`src/rtl/ar_channel_arbiter_pkg.sv`:
```
// Shared types for the AR channel arbiter: FSM state encoding, AR request payload
// and default widths. The payload struct uses the default widths below.
package ar_channel_arbiter_pkg;

  localparam int AR_ADDR_W    = 64;
  localparam int AR_LEN_W     = 8;
  localparam int AR_ID_W      = 4;
  localparam int AR_MAX_OUTST = 8;
  localparam int OUTST_W      = $clog2(AR_MAX_OUTST) + 1;

  typedef enum logic [1:0] {
    ARB_IDLE   = 2'd0,
    ARB_HOLD_D = 2'd1,
    ARB_HOLD_P = 2'd2
  } arb_state_t;

  typedef struct packed {
    logic [AR_LEN_W-1:0]  len;
    logic [AR_ADDR_W-1:0] addr;
    logic [AR_ID_W-1:0]   id;
  } ar_req_t;

endpackage

```
`src/rtl/ar_channel_arbiter_outst_counter.sv`:
```
// Outstanding-burst counter: +1 on inc, -1 on dec, net zero when both fire,
// held at 0 on a stray decrement and at MAX on a stray increment.
module outst_counter #(
  parameter int MAX = 8,
  parameter int W   = $clog2(MAX) + 1
) (
  input  logic         clk,
  input  logic         resetN,
  input  logic         i_inc,
  input  logic         i_dec,
  output logic [W-1:0] o_count
);

  logic [W-1:0] r_count;

  always_ff @(posedge clk or negedge resetN) begin
    if (!resetN) begin
      r_count <= '0;
    end else if (i_inc && !i_dec && (r_count != W'(MAX))) begin
      r_count <= r_count + W'(1);
    end else if (i_dec && !i_inc && (r_count != '0)) begin
      r_count <= r_count - W'(1);
    end
  end

  assign o_count = r_count;

endmodule

```
`src/rtl/ar_channel_arbiter.sv`:
```
// Two-requester AXI AR arbiter (demand priority, starvation-bounded prefetch)
// with registered grant and per-source outstanding tracking. Optional AR_ARB_STATS_EN.
module ar_channel_arbiter
  import ar_channel_arbiter_pkg::*;
#(
  parameter int ADDR_BITS       = AR_ADDR_W,
  parameter int BURST_LEN_WIDTH = AR_LEN_W,
  parameter int TID_WIDTH       = AR_ID_W,
  parameter int MAX_OUTST       = AR_MAX_OUTST,
  parameter int STARVE_MAX      = 4
) (
  input  logic                       clk,
  input  logic                       resetN,
  input  logic                       d_ar_valid,
  output logic                       d_ar_ready,
  input  logic [BURST_LEN_WIDTH-1:0] d_ar_len,
  input  logic [ADDR_BITS-1:0]       d_ar_addr,
  input  logic [TID_WIDTH-1:0]       d_ar_id,
  input  logic                       p_ar_valid,
  output logic                       p_ar_ready,
  input  logic [BURST_LEN_WIDTH-1:0] p_ar_len,
  input  logic [ADDR_BITS-1:0]       p_ar_addr,
  input  logic [TID_WIDTH-1:0]       p_ar_id,
  output logic                       m_ar_valid,
  input  logic                       m_ar_ready,
  output logic [BURST_LEN_WIDTH-1:0] m_ar_len,
  output logic [ADDR_BITS-1:0]       m_ar_addr,
  output logic [TID_WIDTH-1:0]       m_ar_id,
  input  logic                       m_r_valid,
  input  logic                       m_r_ready,
  input  logic                       m_r_last,
  input  logic [TID_WIDTH-1:0]       m_r_id,
  input  logic [TID_WIDTH-1:0]       pf_id,
  input  logic                       pf_flush,
  output logic                       pf_idle,
  output logic [$clog2(MAX_OUTST):0] d_outst,
  output logic [$clog2(MAX_OUTST):0] p_outst
`ifdef AR_ARB_STATS_EN
  ,
  output logic [31:0]                stat_d_grants,
  output logic [31:0]                stat_p_grants,
  output logic [31:0]                stat_stall
`endif
);

  localparam int CW = $clog2(MAX_OUTST) + 1;
  localparam int SW = $clog2(STARVE_MAX + 1);

  arb_state_t    r_state;
  arb_state_t    w_state_nxt;
  ar_req_t       r_req;
  logic [SW-1:0] r_starve;

  logic          w_adv;
  logic          w_d_elig;
  logic          w_p_elig;
  logic          w_d_pick;
  logic          w_p_pick;
  logic          w_m_hs;
  logic          w_r_last;
  logic          w_d_inc;
  logic          w_p_inc;
  logic          w_d_dec;
  logic          w_p_dec;
  logic [CW-1:0] w_d_outst;
  logic [CW-1:0] w_p_outst;
  logic [CW:0]   w_d_infl;
  logic [CW:0]   w_p_infl;

  // A request sitting in HOLD_x is not yet counted, so it is added here to keep
  // the in-flight total (and thus the counter) from ever exceeding MAX_OUTST.
  assign w_d_infl = {1'b0, w_d_outst} + {{CW{1'b0}}, (r_state == ARB_HOLD_D)};
  assign w_p_infl = {1'b0, w_p_outst} + {{CW{1'b0}}, (r_state == ARB_HOLD_P)};

  assign w_adv    = (r_state == ARB_IDLE) | m_ar_ready;
  assign w_d_elig = d_ar_valid & (w_d_infl < (CW+1)'(MAX_OUTST));
  assign w_p_elig = p_ar_valid & (w_p_infl < (CW+1)'(MAX_OUTST)) & ~pf_flush;

  always_comb begin
    w_state_nxt = r_state;
    w_d_pick    = 1'b0;
    w_p_pick    = 1'b0;
    if (w_adv) begin
      if (w_d_elig && !(w_p_elig && (r_starve == SW'(STARVE_MAX)))) begin
        w_d_pick    = 1'b1;
        w_state_nxt = ARB_HOLD_D;
      end else if (w_p_elig) begin
        w_p_pick    = 1'b1;
        w_state_nxt = ARB_HOLD_P;
      end else begin
        w_state_nxt = ARB_IDLE;
      end
    end
  end

  always_ff @(posedge clk or negedge resetN) begin
    if (!resetN) begin
      r_state <= ARB_IDLE;
    end else begin
      r_state <= w_state_nxt;
    end
  end

  always_ff @(posedge clk or negedge resetN) begin
    if (!resetN) begin
      r_req <= '0;
    end else if (w_d_pick) begin
      r_req.len  <= d_ar_len;
      r_req.addr <= d_ar_addr;
      r_req.id   <= d_ar_id;
    end else if (w_p_pick) begin
      r_req.len  <= p_ar_len;
      r_req.addr <= p_ar_addr;
      r_req.id   <= p_ar_id;
    end
  end

  // Starvation only accrues while prefetch could actually have been served.
  always_ff @(posedge clk or negedge resetN) begin
    if (!resetN) begin
      r_starve <= '0;
    end else if (w_p_pick || !w_p_elig) begin
      r_starve <= '0;
    end else if (w_d_pick && (r_starve != SW'(STARVE_MAX))) begin
      r_starve <= r_starve + SW'(1);
    end
  end

  assign w_m_hs   = m_ar_valid & m_ar_ready;
  assign w_d_inc  = w_m_hs & (r_state == ARB_HOLD_D);
  assign w_p_inc  = w_m_hs & (r_state == ARB_HOLD_P);
  assign w_r_last = m_r_valid & m_r_ready & m_r_last;
  assign w_p_dec  = w_r_last & (m_r_id == pf_id);
  assign w_d_dec  = w_r_last & (m_r_id != pf_id);

  outst_counter #(.MAX(MAX_OUTST), .W(CW)) u_d_outst (
    .clk     (clk),
    .resetN  (resetN),
    .i_inc   (w_d_inc),
    .i_dec   (w_d_dec),
    .o_count (w_d_outst)
  );

  outst_counter #(.MAX(MAX_OUTST), .W(CW)) u_p_outst (
    .clk     (clk),
    .resetN  (resetN),
    .i_inc   (w_p_inc),
    .i_dec   (w_p_dec),
    .o_count (w_p_outst)
  );

  assign d_ar_ready = w_d_pick;
  assign p_ar_ready = w_p_pick;
  assign m_ar_valid = (r_state != ARB_IDLE);
  assign m_ar_len   = r_req.len;
  assign m_ar_addr  = r_req.addr;
  assign m_ar_id    = r_req.id;
  assign d_outst    = w_d_outst;
  assign p_outst    = w_p_outst;
  assign pf_idle    = (r_state != ARB_HOLD_P) & (w_p_outst == '0);

`ifdef AR_ARB_STATS_EN
  logic [31:0] r_stat_d;
  logic [31:0] r_stat_p;
  logic [31:0] r_stat_stall;

  always_ff @(posedge clk or negedge resetN) begin
    if (!resetN) begin
      r_stat_d     <= '0;
      r_stat_p     <= '0;
      r_stat_stall <= '0;
    end else begin
      if (w_d_pick) r_stat_d <= r_stat_d + 32'd1;
      if (w_p_pick) r_stat_p <= r_stat_p + 32'd1;
      if (m_ar_valid && !m_ar_ready) r_stat_stall <= r_stat_stall + 32'd1;
    end
  end

  assign stat_d_grants = r_stat_d;
  assign stat_p_grants = r_stat_p;
  assign stat_stall    = r_stat_stall;
`endif

endmodule

```
`config.mk`:
```
export PLATFORM = sky130hd
export DESIGN_NAME = ar_channel_arbiter
export DESIGN_NICKNAME = d
export VERILOG_FILES = /design/src/rtl/ar_channel_arbiter_pkg.sv /design/src/rtl/ar_channel_arbiter_outst_counter.sv /design/src/rtl/ar_channel_arbiter.sv
export SDC_FILE = /design/constraint.sdc
export NUM_CORES = 1
export LEC_CHECK = 0
export ABC_AREA = 1
export BUFFER_PORTS_ARGS = -buffer_cell sky130_fd_sc_hd__buf_2
export CORE_MARGIN = 2
export CORE_UTILIZATION = 42
export DETAILED_ROUTE_END_ITERATION = 16
export GPL_ROUTABILITY_DRIVEN = 0
export HOLD_SLACK_MARGIN = 0.12
export MAX_ROUTING_LAYER = met4
export PLACE_DENSITY_LB_ADDON = 0.1
export SLEW_MARGIN = 30
export SYNTH_ARGS = -nofsm -noshare
export SYNTH_HDL_FRONTEND = slang
export SYNTH_SLANG_ARGS = --single-unit
```
`constraint.sdc`:
```
create_clock -name clk -period 2.43 [get_ports clk]
set_input_delay 0.1215 -clock clk [delete_from_list [all_inputs] [get_ports clk]]
set_output_delay 0.1215 -clock clk [all_outputs]
set_load 0.02 [all_outputs]
```
; After elaboration in Yosys (flattened, before gate mapping)
; Index checks and enable logic that the tools add are counted.
[word_totals]
output_inout_bits = 88
rom_bits = 0
n_memories = 0
ram_bits = 0
register_bits = 89
latchBits = 0
inputBits = 169
[op_classes]
bitwise_logic = 13
order_cmp = 2
multipliers = 0
reduce_logical = 27
div_mod_pow = 0
add_sub_neg = 7
eq_ne = 9
shifts = 0
muxes = 15
[op_table]
columns = cell, count
row1 = 76-bit two-way mux, 2
row2 = 4-bit two-way mux, 4
row3 = 1-bit AND, 11
row4 = 1-bit logical AND, 11
row5 = 4-bit by 1-bit adder with 5-bit output, 2
row6 = "5-bit by 4-bit < comparator with 1-bit output, second input constant", 2
row7 = 2-bit nonzero test, 5
row8 = "4-bit by 1-bit adder with 4-bit output, second input constant", 2
row9 = "4-bit != test, second input constant", 2
row10 = 4-bit nonzero test, 2
row11 = "4-bit by 1-bit subtractor with 4-bit output, second input constant", 2
row12 = 1-bit zero test, 6
row13 = 3-bit two-way mux, 2
row14 = 1-bit two-way mux, 5
row15 = 4-bit == test, 1
row16 = 4-bit zero test, 1
row17 = 2-bit two-way mux, 2
row18 = 4-bit != test, 1
row19 = "3-bit by 1-bit adder with 3-bit output, second input constant", 1
row20 = "3-bit == test, second input constant", 1
row21 = "3-bit != test, second input constant", 1
row22 = "2-bit by 1-bit == test with 1-bit output, second input constant", 1
row23 = "2-bit == test, second input constant", 1
row24 = 2-bit zero test, 1
row25 = other kinds (4), 4

; Longest topological paths before layout
; Gate-level depths: netlist of the first run.
[logic_depth]
ltp_word = 13
depth_mapped = 15
mapped_depth_nobuf = 15

; Cells and area by module
; From an unflattened synthesis of the first run, not the netlist that was laid out.
[hier_totals]
hier_cells = 567
hier_area_um2 = 4677.0
[by_module_without_submodules]
columns = module, seq_area_each_um2, n_inst, cells_each, area_each_um2
row1 = ar_channel_arbiter, 2026.9, 1, 483, 4013.8
row2 = outst_counter, 100.1, 2, 42, 331.6

; Least setup slack after synthesis of the first run
; No wires, ideal clock.
[synth_timing]
path_type = register to register
startpoint = register u_p_outst.r_count[0] (netlist: u_p_outst.o_count[0])
endpoint = register u_p_outst.r_count[3] (netlist: u_p_outst.o_count[3])
setup_ps = 118
arrival_ps = 1865
path_stages_with_launch = 12
period_less_slack_ps = 1982
setup_slack_ps = 448
path_buffers = 0
path_cell_list = dfrtp_1 nor2_1 a31oi_1 nand2_1 ha_1 a21o_1 a21oi_1 inv_1 nand2_1 nand3_1 nand2_1 nand2_1
[synth_via]
elab_chain_len = 3
elab_cells_between_ends = 9
[synth_rtl]
columns = element, line
row1 = "start, declared", ar_channel_arbiter_outst_counter.sv:14  ; logic [W-1:0] r_count;
row2 = "start signal, assigned", ar_channel_arbiter_outst_counter.sv:20  ; r_count <= r_count + W'(1);
row3 = "start signal, assigned", ar_channel_arbiter_outst_counter.sv:22  ; r_count <= r_count - W'(1);
row4 = "4-bit by 1-bit subtractor with 4-bit output, or another cell as far along", ar_channel_arbiter_outst_counter.sv:22
row5 = "4-bit two-way mux, or another cell as far along", ar_channel_arbiter_outst_counter.sv:21  ; end else if (i_dec && !i_inc && (r_count != '0)) begin
row6 = 4-bit two-way mux / 2-bit nonzero test (equally long branches), --
; Parallel ways exist; a longest one is shown, timed or not. The select of a mux whose other input is x is not followed.
; A chain may end at the register's enable or synchronous reset.

; Worst setup path in the final report of the first run
[layout_timing]
startpoint = register r_starve[0]
endpoint = register r_req, in the netlist m_ar_addr[46]
[layout_via]
elab_chain_len = 7
elab_cells_between_ends = 10
[layout_rtl]
columns = element, line
row1 = "start, declared", ar_channel_arbiter.sv:52  ; logic [SW-1:0] r_starve;
row2 = "start signal, assigned", ar_channel_arbiter.sv:125  ; r_starve <= r_starve + SW'(1);
row3 = 3-bit == test (*), ar_channel_arbiter.sv:84  ; if (w_d_elig && !(w_p_elig && (r_starve == SW'(STARVE_MAX)))) begin
row4 = 1-bit logical AND (*), ar_channel_arbiter.sv:84
row5 = 1-bit zero test (*), ar_channel_arbiter.sv:84
row6 = 1-bit logical AND (*), ar_channel_arbiter.sv:84
row7 = 1-bit two-way mux, ar_channel_arbiter.sv:84
row8 = 1-bit two-way mux, ar_channel_arbiter.sv:83  ; if (w_adv) begin
row9 = 76-bit two-way mux / 2-bit nonzero test (equally long branches), --
row10 = "end, declared", ar_channel_arbiter.sv:51  ; ar_req_t r_req;
; Mark *: on every way between the ends. The rest lies on a longest branch, timed or not.

==> flow_metrics.py, run 1 <==
metrics = {
    "sta": {
        "fin_hold_ws_ps": 251.5,
        "finClkSkew_ps": 8.620,
        "final_hold_viol_count": 0,
        "fin_setup_tns_ps": 0,
        "post-route-period-util_pct": 94.23,
        "max_freq_mhz": 436.7,
        "maxSlewHeadroom_pct": 66.54,
        "min_period_ps": 2290,
        "setup_viol": 0,
        "worstMarginPinSlew_ps": 502.0,
        "slew_violations": 0,
        "rsz0062_at_grt": "no",
    },
    "place": {
        "dpl.hpwl_mm": 9.947,
        "placed_cells": 931,
        "portBuffers": 256,
    },
    "global_route": {
        "grtUsageTotal_pct": 28.63,
        "first_global_vias": 5724,
        "grt_pass1_wl_mm": 26.14,
        "grt-ovfl-total": 0,
        "grt_max_degree": 78,
        "antenna_found_initial": 0,
    },
    "cells_and_area": {
        "final_common_cell": "buf_2",
        "drive_above_1_share_pct": 36.21,
        "fin_util_pct": 72.10,
        "fill_cells": 772,
        "area_growth_pct": 66.90,
        "nNetsFinal": 1133,
        "final_cells": 1102,
        "final_cell_mix": "buf_2 (255), nand2_1 (163), dlygate4sd3_1 (154)",
    },
    "synth": {
        "syn_nets": 735,
        "syn_inst": 558,
        "yosysSeqAreaShare_pct": 47.56,
        "ys_types": 28,
        "syn-cell-area_sq_um": 4683,
        "avgSynthCellArea_sq_um": 8.393,
        "ys_warn_count": 0,
        "synth_seq_cells": 89,
    },
    "cts": {
        "htree_num_levels": 3,
        "numClockSinks": 89,
        "cts-root-buf": "clkbuf_8",
        "cts_tree": "done",
        "numCtsBuffers": 9,
        "clk_latency_ps": 360,
        "cts.clk_slew.worst_paths_ps": 90,
        "clockBufferDepth": 2,
    },
    "min_path": {
        "hold_class": "primary input to flip-flop",
        "hp-start": "pf_flush",
    },
    "route": {
        "detail_route.drc_violations": 0,
        "drt_iter0_markers": 375,
        "vias_per_cell": 5.079,
        "routed-via-count": 5597,
        "ant_nets": 0,
        "drt_pass1_iterations": 5,
        "postRouteWirelength_mm": 16.92,
        "wl_per_cell_um": 15.36,
    },
    "power_and_ir_drop": {
        "leakagePower_nw": 4.153,
        "power_density_nw_per_um2": 1013,
        "finalPower_w": 0.007915,
        "vdd_drop_max_v": 0.0005308,
    },
    "floorplan": {
        "die_w_um": 109.6,
        "coreArea_sq_um": 10840,
        "num_rows": 38,
        "initial_utilization_pct": 43.20,
        "ioPinCount": 257,
        "die_y_um": 109.6,
        "dieArea_sq_um": 12010,
    },
    "worst_setup_path": {
        "required_ps": 2670,
        "crit_type": "flip-flop to flip-flop",
        "worstPathArrival_ps": 2530,
        "start_kind": "flip-flop",
        "critPathCaptureType": "flip-flop",
        "r2r_start": "r_starve[0]$_DFFE_PN0P_",
        "crit_start": "r_starve[0]$_DFFE_PN0P_",
        "cp_max_fo": 33,
    },
    "job": {
        "cap_viol_max_count": 0,
    },
    "run_status": {
        "status": "completed",
    },
}
per-layer routing:
layer  vias to the layer above  GRT usage, %  share of wire [%]  routed length (um)
met5                         -             -                  0                   0
met4                         0         15.64                4.1                 701
met3                        72         5.750                7.5                1269
met2                       320         47.18                 50                8383
met1                      2577         32.76                 39                6569
li1                       2628             -                  -                   -
logic make-up after synthesis:
group	count (synthesis)	share of synthesized area (%)
and+or+nand+nor	384	40.90
xor gates and xnor gates	5	0.9350
DFF	89	47.56
adders and majority gates	8	2.458
AOI/OAI and AO/OA	13	1.629
buffers and inverters	59	6.519
final cells by class:
| cell class | count | area, sq um | area share, % |
|---|---|---|---|
| diodes | 1 | 2.502 | 0.03202 |
| clock buffers | 12 | 155.1 | 1.985 |
| clock inverters | 4 | 51.30 | 0.6563 |
| inverters | 27 | 113.9 | 1.457 |
| multi-input cells | 410 | 2153 | 27.55 |
| flip-flops and latches | 89 | 2227 | 28.49 |
| well taps | 140 | 175.2 | 2.241 |
| repair buffers | 419 | 2938 | 37.59 |
synth_stat cells, drive strengths merged:
cell type	instances	area, sq um
o21ai	6	33.78
a21oi	3	15.01
dfrtp	89	2227
xor2	5	43.79
clkbuf	13	48.80
fa	2	40.04
buf	19	152.6
nor2	10	60.06
ha	6	75.07
and3	1	6.260
inv	27	103.9
a21o	2	15.01
nand3	172	983.5
nand2	196	828.3
nand4	5	37.53
a31oi	2	12.51
stage by stage:
step,setup WS (ps),area (sq um)
floorplan,447.6,4683
global placement,396.9,6046
detailed placement,291.2,6046
CTS,23.10,7794
global route,24.39,7814
finish,140.1,7816
state kept, by name, summed over array words and instances (netlist names):
register,cells
r_state,2
m_ar_len,8
m_ar_id,4
u_p_outst.o_count,4
m_ar_addr,64
u_d_outst.o_count,4
r_starve,3
worst max-delay path, stage by stage, from the launching register on:
cell and delay (ps):
dfrtp_1 380, inv_1 70, ha_1 190, nand2_1 80, inv_1 50, nand3_2 120, nand2_4 70, nand2_4 110
clkinv_8 160, buf_4 210, nand2_1 70, nand3_1 80, dlygate4sd3_1 560
power breakdown:
| part | internal [W] | switching (W) | total [W] |
|---|---|---|---|
| clock | 0.000533 | 0.000529 | 0.00106 |
| combinational | 0.00159 | 0.00261 | 0.00419 |
| sequential | 0.00218 | 0.000476 | 0.00266 |
| total | 0.00430 | 0.00361 | 0.00792 |
worst paths after layout:
check                                                         to  slack, ps  cells after the start
worst max-delay path                   m_ar_addr[46]$_DFFE_PN0P_        140                     12
worst min-delay path                     r_starve[0]$_DFFE_PN0P_        250                      6
worst max register to register         m_ar_addr[46]$_DFFE_PN0P_        140                     12
worst min register to register           m_ar_len[0]$_DFFE_PN0P_        510                      2
max in group asynchronous              m_ar_addr[10]$_DFFE_PN0P_       1510                      3
min in group asynchronous       u_d_outst.o_count[1]$_DFFE_PN0P_        270                      2
what timing repair did:
item | 4_1_cts | 5_1_grt
setup buffers | 0 | 0
resized for setup | 0 | 7
setup endpoints to repair | 0 | 8
hold buffers | 154 | 0
endpoints found under the hold margin | 114 | 0
Power figures use the tool's default switching activity.
==> run 2: changes to the inputs <==
CELL_PAD_IN_SITES_DETAIL_PLACEMENT = 2   (was not set)
CELL_PAD_IN_SITES_GLOBAL_PLACEMENT = 2   (was not set)
CORE_UTILIZATION = 24   (was 42)
==> run 2 against run 1 <==
  * Critical path depth decreased by 1
  * Register-to-register slack improved by 60 ps
  * Via count increased by 0.59%
  * Non-clock buffer count increased by 1
  * Clock power increased by 50%
  * Sequential share of layout area decreased by 1.0 points
  * Sequential cell count unchanged
  * Total power increased by 9.7%
  * Critical endpoint is now m_ar_addr[39]$_DFFE_PN0P_
  * Largest cell class unchanged
==> flow_metrics.py, run 2 (same netlist as run 1, synthesis figures left out) <==
metrics = {
    "route": {
        "detail_route.drc_violations": 0,
        "routed-via-count": 5630,
        "drt_pass1_iterations": 4,
        "wl_per_cell_um": 18.22,
        "vias_per_cell": 4.588,
        "drt_iter0_markers": 149,
        "postRouteWirelength_mm": 22.35,
        "ant_nets": 0,
    },
    "power_and_ir_drop": {
        "leakagePower_nw": 4.216,
        "vdd_drop_max_v": 0.0004089,
        "finalPower_w": 0.008683,
        "power_density_nw_per_um2": 1070,
    },
    "global_route": {
        "grtUsageTotal_pct": 22.53,
        "antenna_found_initial": 0,
        "grt_pass1_wl_mm": 34.93,
        "grt-ovfl-total": 0,
        "first_global_vias": 6530,
        "grt_max_degree": 55,
    },
    "floorplan": {
        "dieArea_sq_um": 20650,
        "coreArea_sq_um": 19330,
        "ioPinCount": 257,
        "initial_utilization_pct": 24.22,
        "die_y_um": 143.7,
        "die_w_um": 143.7,
        "num_rows": 51,
    },
    "cts": {
        "cts_tree": "done",
        "cts.clk_slew.worst_paths_ps": 70,
        "clockBufferDepth": 2,
        "numCtsBuffers": 9,
        "numClockSinks": 89,
        "htree_num_levels": 3,
        "clk_latency_ps": 350,
        "postCtsSetupBuffers": 0,
        "cts-root-buf": "clkbuf_16",
    },
    "worst_setup_path": {
        "crit_type": "flip-flop to flip-flop",
        "critPathCaptureType": "flip-flop",
        "worstPathArrival_ps": 2510,
        "cp_max_fo": 42,
        "required_ps": 2700,
        "start_kind": "flip-flop",
    },
    "cells_and_area": {
        "final_cell_mix": "buf_2 (255), nand2_1 (160), dlygate4sd3_1 (154)",
        "nNetsFinal": 1134,
        "design_area_sq_um": 8112,
        "final_common_cell": "buf_2",
        "largest_reg_flops": 64,
        "area_growth_pct": 73.20,
        "final_cells": 1227,
        "fin_util_pct": 41.95,
        "drive_above_1_share_pct": 36.69,
        "antennaDiodeCount": 0,
    },
    "sta": {
        "rsz0062_at_grt": "yes",
        "post-route-period-util_pct": 91.96,
        "max_freq_mhz": 447.5,
        "min_period_ps": 2235,
        "maxSlewHeadroom_pct": 55.51,
        "slew_violations": 0,
        "finClkSkew_ps": 15.38,
        "worstMarginPinSlew_ps": 667.3,
        "final_hold_viol_count": 0,
        "fin_setup_tns_ps": 0,
        "setup_viol": 0,
    },
    "place": {
        "dpl.hpwl_mm": 13.78,
        "portBuffers": 256,
        "postPlaceCellArea_sq_um": 6210,
        "placed_cells": 1057,
    },
    "run_status": {
        "status": "completed",
    },
    "job": {
        "cap_viol_max_count": 0,
    },
    "min_path": {
        "hold_class": "primary input to flip-flop",
    },
}
-- run 2: changes by cell type in the layout (fill, tap and decap cells not counted), moves of 2 or more --
cell       change
clkbuf_16      +9
clkbuf_8      -10
nand2_2        +3
nand2_1        -3
buf_6          +2
-- run 2: critical path, stage by stage, from the launching register on --
cell and delay [ps]:
dfrtp_1 370, inv_1 80, ha_1 200, nand2_1 80, inv_1 50, nand3_2 130
nand3_4 90, inv_2 80, buf_6 310, nand2_1 110, nand3_1 90, dlygate4sd3_1 570
-- run 2: timing repair --
| action | CTS | global route |
|---|---|---|
| hold buffers | 154 | 0 |
| gates resized for setup | 0 | 10 |
| endpoints found under the setup margin | 0 | 13 |
| endpoints found under the hold margin | 115 | 0 |
-- run 2: final timing paths --
| check | startpoint | slack, ps | endpoint | cells past startpoint |
|---|---|---|---|---|
| max in group asynchronous | resetN | 1490 | m_ar_addr[63]$_DFFE_PN0P_ | 3 |
| worst min-delay path | pf_flush | 240 | r_starve[0]$_DFFE_PN0P_ | 6 |
| worst max-delay path | r_starve[0]$_DFFE_PN0P_ | 200 | m_ar_addr[39]$_DFFE_PN0P_ | 11 |
| worst min register to register | m_ar_addr[2]$_DFFE_PN0P_ | 510 | m_ar_addr[2]$_DFFE_PN0P_ | 2 |
| min in group asynchronous | resetN | 300 | u_d_outst.o_count[0]$_DFFE_PN0P_ | 2 |
| worst max register to register | r_starve[0]$_DFFE_PN0P_ | 200 | m_ar_addr[39]$_DFFE_PN0P_ | 11 |
-- run 2: metrics by stage --
step	hold slack [ps]	worst slack [ps]
6_report	240.3	195.4
5_1_grt	279.9	-4.889
4_1_cts	309.4	14.58
3_5_place_dp	156.7	159.6
3_3_place_gp	153.6	370.6
2_1_floorplan	-174.1	447.6
-- run 2: where the power goes --
part	leakage, nW	switching, W	total [W]	internal (W)
Combinational	2.96	0.00279	0.00441	0.00163
Sequential	1.10	0.000498	0.00269	0.00219
Clock	0.160	0.000647	0.00159	0.000939
Total	4.22	0.00393	0.00868	0.00475
-- run 2: cell type report --
type                       instances  area (sq um)
fill                            2152         11220
tap                              265         331.6
clock buffer                      11         242.7
inverter                          27         103.9
clock inverter                     5         86.33
sequential                        89          2227
timing repair buffer             420          2953
multi-input combinational        410          2167
-- run 2: layer usage --
layer  routed length, um  track usage, %  vias to the layer above  part of all wire, %
met4                 465           6.914                        0                  2.1
li1                    -               -                     2631                    -
met5                   0               -                        -                    0
met2               12050           40.60                      176                   54
met3                1098           4.499                       33                  4.9
met1                8741           25.08                     2790                   39
